[src/rtl/multicycle_control.sv]
// multicycle_control
//
// Main control FSM for the multicycle RISC-V core. It steps each instruction
// through fetch, decode, execute, memory and writeback. It drives the ALU
// operation class consumed by ALUControl and every datapath enable and select.
// The core uses one unified instruction/data memory, and each access completes
// when mem_ready is high. A watchdog bounds how long the FSM waits on memory.
//
// Optional feature macro: ITYPE_EN
//   defined   -> opcode 0010011 (OP-IMM) executes via EXECI then ALUWB
//   undefined -> opcode 0010011 is reported as illegal and EXECI is unreachable
//
// Parameters
//   TIMEOUT      max cycles spent waiting for mem_ready in FETCH/MEMREAD/MEMWRITE
//                (0 disables the watchdog)
//
// Ports
//   clk          rising-edge clock
//   rst_n        asynchronous active-low reset
//   opcode       instr[6:0] from the instruction register
//   zero         ALU zero flag (branch decision)
//   mem_ready    memory access completes this cycle
//   pc_write     PC register enable
//   adr_src      memory address select: 0 PC, 1 ALUOut
//   ir_write     instruction register + oldPC enable
//   mem_write    memory write strobe
//   reg_write    register file write enable
//   result_src   00 ALUOut, 01 memory data, 10 ALU result
//   alu_src_a    00 PC, 01 oldPC, 10 rs1
//   alu_src_b    00 rs2, 01 immediate, 10 constant 4
//   alu_op       00 add, 01 sub/branch, 10 funct decode
//   illegal_op   one-cycle pulse on an unsupported opcode in DECODE
//   mem_timeout  one-cycle pulse when the memory watchdog expires
//   state_o      current state encoding (debug)

module multicycle_control #(
    parameter int TIMEOUT = 16
) (
    input  logic       clk,
    input  logic       rst_n,
    input  logic [6:0] opcode,
    input  logic       zero,
    input  logic       mem_ready,
    output logic       pc_write,
    output logic       adr_src,
    output logic       ir_write,
    output logic       mem_write,
    output logic       reg_write,
    output logic [1:0] result_src,
    output logic [1:0] alu_src_a,
    output logic [1:0] alu_src_b,
    output logic [1:0] alu_op,
    output logic       illegal_op,
    output logic       mem_timeout,
    output logic [3:0] state_o
);

    typedef enum logic [3:0] {
        FETCH    = 4'd0,
        DECODE   = 4'd1,
        MEMADR   = 4'd2,
        MEMREAD  = 4'd3,
        MEMWB    = 4'd4,
        MEMWRITE = 4'd5,
        EXECR    = 4'd6,
        ALUWB    = 4'd7,
        BEQ      = 4'd8,
        EXECI    = 4'd9
    } state_t;

    localparam logic [6:0] OP_LW  = 7'b0000011;
    localparam logic [6:0] OP_SW  = 7'b0100011;
    localparam logic [6:0] OP_R   = 7'b0110011;
    localparam logic [6:0] OP_BEQ = 7'b1100011;
    localparam logic [6:0] OP_I   = 7'b0010011;

`ifdef ITYPE_EN
    localparam bit ITYPE_ON = 1'b1;
`else
    localparam bit ITYPE_ON = 1'b0;
`endif

    // The counter only has to reach TIMEOUT-1, so it needs clog2(TIMEOUT) bits.
    localparam int CW = (TIMEOUT > 2) ? $clog2(TIMEOUT) : 1;
    localparam logic [CW-1:0] WD_LAST = (TIMEOUT > 0) ? CW'(TIMEOUT - 1) : '0;

    state_t          state;
    state_t          state_next;
    logic [CW-1:0]   wd_count;
    logic [CW-1:0]   wd_count_next;
    logic            wait_state;
    logic            expired;

    // State register and watchdog counter. Reset forces FETCH immediately.
    always_ff @(posedge clk or negedge rst_n) begin
        if (!rst_n) begin
            state    <= FETCH;
            wd_count <= '0;
        end else begin
            state    <= state_next;
            wd_count <= wd_count_next;
        end
    end

    // The watchdog expires on the last allowed wait cycle, and only if memory is
    // still not ready. A mem_ready in that same cycle lets the access complete.
    always_comb begin
        wait_state = (state == FETCH) || (state == MEMREAD) || (state == MEMWRITE);
        expired    = (TIMEOUT > 0) && wait_state && !mem_ready && (wd_count == WD_LAST);
    end

    // The count restarts whenever a wait state is entered. Leaving a state counts
    // as entry, and so does retrying FETCH after an expiry. Otherwise the count
    // advances once per idle memory cycle.
    always_comb begin
        wd_count_next = wd_count;
        if ((state_next != state) || expired) begin
            wd_count_next = '0;
        end else if (wait_state && !mem_ready) begin
            wd_count_next = wd_count + 1'b1;
        end
    end

    // Next-state logic and Moore output decode. When the watchdog fires, every
    // strobe stays low and the FSM returns to FETCH. The PC is left untouched,
    // so the same instruction is fetched again.
    always_comb begin
        state_next  = state;
        pc_write    = 1'b0;
        adr_src     = 1'b0;
        ir_write    = 1'b0;
        mem_write   = 1'b0;
        reg_write   = 1'b0;
        result_src  = 2'b00;
        alu_src_a   = 2'b00;
        alu_src_b   = 2'b00;
        alu_op      = 2'b00;
        illegal_op  = 1'b0;
        mem_timeout = 1'b0;

        case (state)
            FETCH: begin
                alu_src_b  = 2'b10;
                result_src = 2'b10;
                if (mem_ready) begin
                    ir_write   = 1'b1;
                    pc_write   = 1'b1;
                    state_next = DECODE;
                end else if (expired) begin
                    mem_timeout = 1'b1;
                    state_next  = FETCH;
                end
            end
            DECODE: begin
                // oldPC + imm is precomputed here so BEQ can load it as the target
                alu_src_a = 2'b01;
                alu_src_b = 2'b01;
                case (opcode)
                    OP_LW, OP_SW: state_next = MEMADR;
                    OP_R:         state_next = EXECR;
                    OP_BEQ:       state_next = BEQ;
                    OP_I: begin
                        if (ITYPE_ON) begin
                            state_next = EXECI;
                        end else begin
                            illegal_op = 1'b1;
                            state_next = FETCH;
                        end
                    end
                    default: begin
                        illegal_op = 1'b1;
                        state_next = FETCH;
                    end
                endcase
            end
            MEMADR: begin
                alu_src_a  = 2'b10;
                alu_src_b  = 2'b01;
                state_next = (opcode == OP_SW) ? MEMWRITE : MEMREAD;
            end
            MEMREAD: begin
                adr_src = 1'b1;
                if (mem_ready) begin
                    state_next = MEMWB;
                end else if (expired) begin
                    mem_timeout = 1'b1;
                    state_next  = FETCH;
                end
            end
            MEMWB: begin
                result_src = 2'b01;
                reg_write  = 1'b1;
                state_next = FETCH;
            end
            MEMWRITE: begin
                adr_src = 1'b1;
                if (mem_ready) begin
                    mem_write  = 1'b1;
                    state_next = FETCH;
                end else if (expired) begin
                    mem_timeout = 1'b1;
                    state_next  = FETCH;
                end else begin
                    mem_write = 1'b1;
                end
            end
            EXECR: begin
                alu_src_a  = 2'b10;
                alu_op     = 2'b10;
                state_next = ALUWB;
            end
            ALUWB: begin
                reg_write  = 1'b1;
                state_next = FETCH;
            end
            BEQ: begin
                alu_src_a  = 2'b10;
                alu_op     = 2'b01;
                pc_write   = zero;
                state_next = FETCH;
            end
            EXECI: begin
                alu_src_a  = 2'b10;
                alu_src_b  = 2'b01;
                state_next = ALUWB;
            end
            default: state_next = FETCH;
        endcase

        // During reset the state is already FETCH through the async clear. The
        // strobes still need gating here, because FETCH decodes them from mem_ready.
        if (!rst_n) begin
            pc_write    = 1'b0;
            ir_write    = 1'b0;
            mem_write   = 1'b0;
            reg_write   = 1'b0;
            illegal_op  = 1'b0;
            mem_timeout = 1'b0;
        end
    end

    assign state_o = state;

endmodule

[config.mk]
export PLATFORM = sky130hd
export DESIGN_NAME = multicycle_control
export DESIGN_NICKNAME = d
export VERILOG_FILES = /design/src/rtl/multicycle_control.sv
export SDC_FILE = /design/constraint.sdc
export NUM_CORES = 1
export LEC_CHECK = 0
export ABC_AREA = 1
export CAP_MARGIN = 20
export CORE_MARGIN = 1.5
export CORE_UTILIZATION = 45
export CTS_BUF_LIST = sky130_fd_sc_hd__clkbuf_8
export DETAILED_ROUTE_END_ITERATION = 7
export PLACE_DENSITY = 0.95
export SLEW_MARGIN = 20
export SYNTH_ARGS = -nofsm -noshare
export SYNTH_HDL_FRONTEND = slang
export SYNTH_SLANG_ARGS = --single-unit
[constraint.sdc]
create_clock -name clk -period 2.4 [get_ports clk]
set_clock_uncertainty 0.05 [all_clocks]
set_input_delay 0.24 -clock clk [delete_from_list [all_inputs] [get_ports clk]]
set_output_delay 0.24 -clock clk [all_outputs]
set_load 0.005 [all_outputs]
# Word-level counts from Yosys, hierarchy flattened
# Cells that the tools add are included.
[totals]
regBits = 8
latchBits = 0
ramBits = 0
mem_bits_ro = 0
in_bits = 11
output_inout_bits = 19
wordCells = 66
n_memories = 0
[classes]
add_sub_neg = 1
multipliers = 0
n_div = 0
magnitude_cmp = 0
eq_ne = 15
shifts = 0
mux = 32
bitwise = 0
n_reduce_logical = 16
[ops]
columns = ["cell", "count"]
rows = [
  ["$mux W4", 6],
  ["$pmux W4 S6", 1],
  ["$mux W1", 18],
  ["$eq A4 B3 Y1 const B", 4],
  ["$pmux W2 S2", 4],
  ["$eq A7 B6 Y1 const B", 2],
  ["$eq A4 B4 Y1 const B", 3],
  ["$pmux W4 S3", 1],
  ["$eq A4 B2 Y1 const B", 2],
  ["$reduce_or A2 Y1", 4],
  ["$reduce_or A4 Y1", 2],
  ["$eq A7 B2 Y1 const B", 1],
  ["$eq A7 B7 Y1 const B", 1],
  ["$reduce_or A3 Y1", 2],
  ["$add A4 B1 Y4 const B", 1],
  ["$eq A4 B1 Y1 const B", 1],
  ["$logic_not A4 Y1", 1],
  ["$ne A4 B4 Y1", 1],
  ["$logic_or A1 B1 Y1", 3],
  ["$mux W3", 1],
  ["$logic_and A1 B1 Y1", 2],
  ["$pmux W1 S2", 1],
  ["$reduce_bool A2 Y1", 1],
  ["$logic_not A1 Y1", 1],
]

# Longest topological paths before layout
[logic_depth]
depth_word = 11
mapped_depth = 12
depth_no_buf = 12

# Worst setup path before layout
# OpenSTA, ideal clock, no wires.
[synth_path]
path_type = "reg-to-reg"
startpoint = "register state[1], in the netlist state_o[1]"
endpoint = "register wd_count[0]"
setup_ns = 0.071
t_arrival_ns = 1.364
required_ns = 2.279
path_slack_ns = 0.914
stages_incl_launch_ff = 12
n_path_buf = 0
synth_period_minus_slack_ns = 1.486
path_cell_list = "dfrtp_1 -> inv_2 -> nand2_1 -> nor2_2 -> nand3_1 -> nand2_1 -> nor2_2 -> nand3_1 -> nand2_1 -> nor2_1 -> nand2_2 -> nor2_1"
[synth_via]
elab_chain_len = 11
[synth_lines]
columns = ["item", "line", "text"]
rows = [
  ["start, declared", "87", "state_t state;"],
  ["start signal, assigned", "100", "state <= state_next;"],
  ["$eq A4 B2 Y1 / $logic_not A4 Y1 (equally long branches)", "108, 141", ""],
  ["$logic_or A1 B1 Y1 (2 in series)", "108", "wait_state = (state == FETCH) || (state == MEMREAD) || (state == MEMWRITE);"],
  ["$logic_and A1 B1 Y1", "109, 119", ""],
  ["$logic_and A1 B1 Y1", "109", "expired = (TIMEOUT > 0) && wait_state && !mem_ready && (wd_count == WD_LAST);"],
  ["$mux W4", "149, 185, 200", ""],
  ["$mux W4 (on tied branches)", "197, 145, 183", ""],
  ["$pmux W4 S6", "141", "case (state)"],
  ["$ne A4 B4 Y1", "117", "if ((state_next != state) || expired) begin"],
  ["$logic_or A1 B1 Y1", "117", ""],
  ["$mux W4 / $reduce_bool A2 Y1 (equally long branches)", "n/a", ""],
  ["end signal, assigned", "101", "wd_count <= wd_count_next;"],
  ["end, declared", "89", "logic [CW-1:0] wd_count;"],
]
# Several ways; a longest one is shown, not always the timed one.
# A chain may end at the register's enable or synchronous reset.

# Worst setup path in the final report
[layout_path]
startpoint = "register state[1], in the netlist state_o[1]"
endpoint = "output mem_write"
[layout_via]
elab_chain_len = 9
[layout_lines]
columns = ["item", "line", "text"]
rows = [
  ["$eq A4 B2 Y1 / $logic_not A4 Y1 (equally long branches)", "108", ""],
  ["$logic_or A1 B1 Y1 (2 in series)", "108", ""],
  ["$logic_and A1 B1 Y1 (2 in series)", "109", ""],
  ["$mux W1", "200", "end else if (expired) begin"],
  ["$mux W1", "197", "if (mem_ready) begin"],
  ["$mux W1 *", "141", ""],
  ["$mux W1 *", "232", "if (!rst_n) begin"],
  ["end, declared", "47", "output logic mem_write,"],
]
# Every way passes the cells marked *; elsewhere a longest branch is shown, timed or not.

==> metrics <==
CTS Hold Bufs 0; max-cap viol count 0; leakage 0.000567 uW; CTS tree yes; Residual DRC 0; Final setup viols 0; Setup WS pre-CTS 323 ps; Syn Std Cell Area 733 um2; endpoints failing hold 0; detailed placement HPWL 1560 um; Avg Vias per Cell 5.11; Fmax 0.437 GHz; layout cell share with drive strength beyond 1 14.9%; vias in the first global route 800; per-cell routed wire length 10.9 um; chip width 43.4 um; post-route ant nets 0; outcome finished clean; Global Route Usage Sum 21.3%; area occupied by multi-input gates 462 um2; CP arrival 2000 ps; Worst Path Required 2110 ps; setup ws final 109 ps; Hold Crit Class in2async; port bufs 29; Overall Power 876 uW; RSZ-0062 raised after global routing false; setup TNS 0 ps; Reg-to-Reg Start state_o[1]; final std cells w/o fill 170; CP Launch Type register; Num CTS Buffers 3; library cells used by synthesis 19; CTS clk-pin slew, worst paths 40 ps; min Tclk post-route 2290 ps; Warnings, synthesis 0; DR vias 869; largest cells by area after synthesis dfrtp_1 (27%), nand2_1 (18%), nor2_1 (10%), inv_1 (8.7%), nor2_2 (7.7%); Placed Cells incl. Taps 167; Net count, final 168; kind of critical path reg2out; PD cells 802 nW/um2; clock sinks 8; storage element area 200 um2; Slew @ Worst Pin 341 ps; setup bufs post-CTS 0; Worst Path Max Fanout 8; number of max-slew violations in the final report 0; Seq/Total Area, Yosys 27.3%; initial core utilization 48.1%; CTS root buffer clkbuf_8; RD Place Congestion 0.851; Core ar. 1520 um2; total grt overflow 0; drt first-iter violations 28; full die area 1880 um2; maximum vdd drop 0.599 mV; kind of end point of the critical path output pin; global-route wire length before repair 3060 um; Detailed Route WL 1860 um; Reg2Reg Depth 11; worst skew pair latency 230 ps; Mapped Nets 133; Die Ht 43.4 um; Rel. slew slack 77.2%; Seq cells post-synth 8; area grow syn2layout 49.0%; post-synth top area share 27.3%; fillers 130; cell accounting for the most synthesized area dfrtp_1; diode count 0; I/O Pins 30; iteration count of the initial detailed-routing pass 4; Synth Area per Inst 6.06 um2; cell count after synthesis 121; cts repair resizes 0; # rows 14; part of the cycle the worst path needs 95.4%; initial antenna violation count 0; H-tree lvl count 1; CTS Buffer Depth 2; crit path from state_o[1]; largest net degree at the start of global routing 9
## layout by cell type, fill, tap and decap left out, drive strengths merged
| master | synthesis | routed |
|---|---|---|
| nor2 | 29 | 29 |
| nand2 | 40 | 40 |
| o211ai | 1 | 1 |
| buf | 0 | 1 |
| a21oi | 3 | 3 |
| nand3 | 11 | 11 |
| a211oi | 2 | 2 |
| o21ai | 1 | 1 |
| nand4 | 1 | 1 |
| clkbuf | 0 | 3 |
| inv | 19 | 19 |
| dfrtp | 8 | 8 |
| clkdlybuf4s50 | 0 | 29 |
| ha | 1 | 1 |
| nand3b | 2 | 2 |
| xor2 | 1 | 1 |
| or2 | 1 | 1 |
| xnor2 | 1 | 1 |
## power by group
part,switching (uW),internal [uW]
logic,261,247
registers,42.2,165
clock network,51.7,109
total,355,520
## critical path: stages (launching register included)
cell,delay [ps]
dfrtp_1,490
nor2_1,140
nand2_2,130
nand3_2,140
nand3b_1,200
nand4_1,120
inv_1,70
clkdlybuf4s50_1,490
## flip-flops by register name, summed over array words and instances (netlist names)
| register | count |
|---|---|
| state_o | 4 |
| wd_count | 4 |
## synthesized netlist by cell type
cell       n
nand2_1   36
nor2_1    20
inv_1     17
nand3_1    9
nor2_2     9
dfrtp_1    8
nand2_2    4
a21oi_1    3
a211oi_1   2
inv_2      2
nand3_2    2
nand3b_1   2
ha_1       1
nand4_1    1
o211ai_2   1
o21ai_0    1
or2_2      1
xnor2_1    1
xor2_1     1
## through the flow
| stage | utilization (%) | hold slack, ps | cell area (um2) |
|---|---|---|---|
| finish | 71.7 | 194 | 1090 |
| global route | 71.7 | 203 | 1090 |
| CTS | 71.7 | 192 | 1090 |
| detailed placement | 69.0 | 404 | 1050 |
| global placement | 69.0 | 393 | 1050 |
| floorplan | - | -106 | 733 |
## routing by layer
| metal | track usage (%) | up-vias | wire, um |
|---|---|---|---|
| met5 | 0 | - | 0 |
| met4 | 6.67 | 0 | 14 |
| met3 | 6.25 | 2 | 101 |
| met2 | 39.1 | 30 | 996 |
| met1 | 23.4 | 396 | 745 |
| li1 | - | 441 | - |
## path summary, 6_finish.rpt
check                           slack [ps]          end
max in group asynchronous             1740   state_o[3]
worst min-delay path                   190   state_o[1]
min in group clk                       410  wd_count[0]
worst max register to register         680  wd_count[1]
worst min register to register         410  wd_count[0]
worst max-delay path                   110    mem_write
## cells by family after synthesis
kind of cell / Yosys count / synth area share [%]
AOI/OAI and AO/OA: 7 / 6.48
and+or+nand+nor: 84 / 52.4
buffers and inverters: 19 / 9.73
DFF: 8 / 27.3
xor gates and xnor gates: 2 / 2.39
adders and majority gates: 1 / 1.71
## area by class of cell
type | count | share of cell area (%)
inverters | 19 | 6.53
well taps | 16 | 1.83
repair buffers | 30 | 27.3
clock buffers | 3 | 3.78
flip-flops and latches | 8 | 18.3
multi-input cells | 94 | 42.3
No activity file was read; power rests on OpenSTA's default activity.
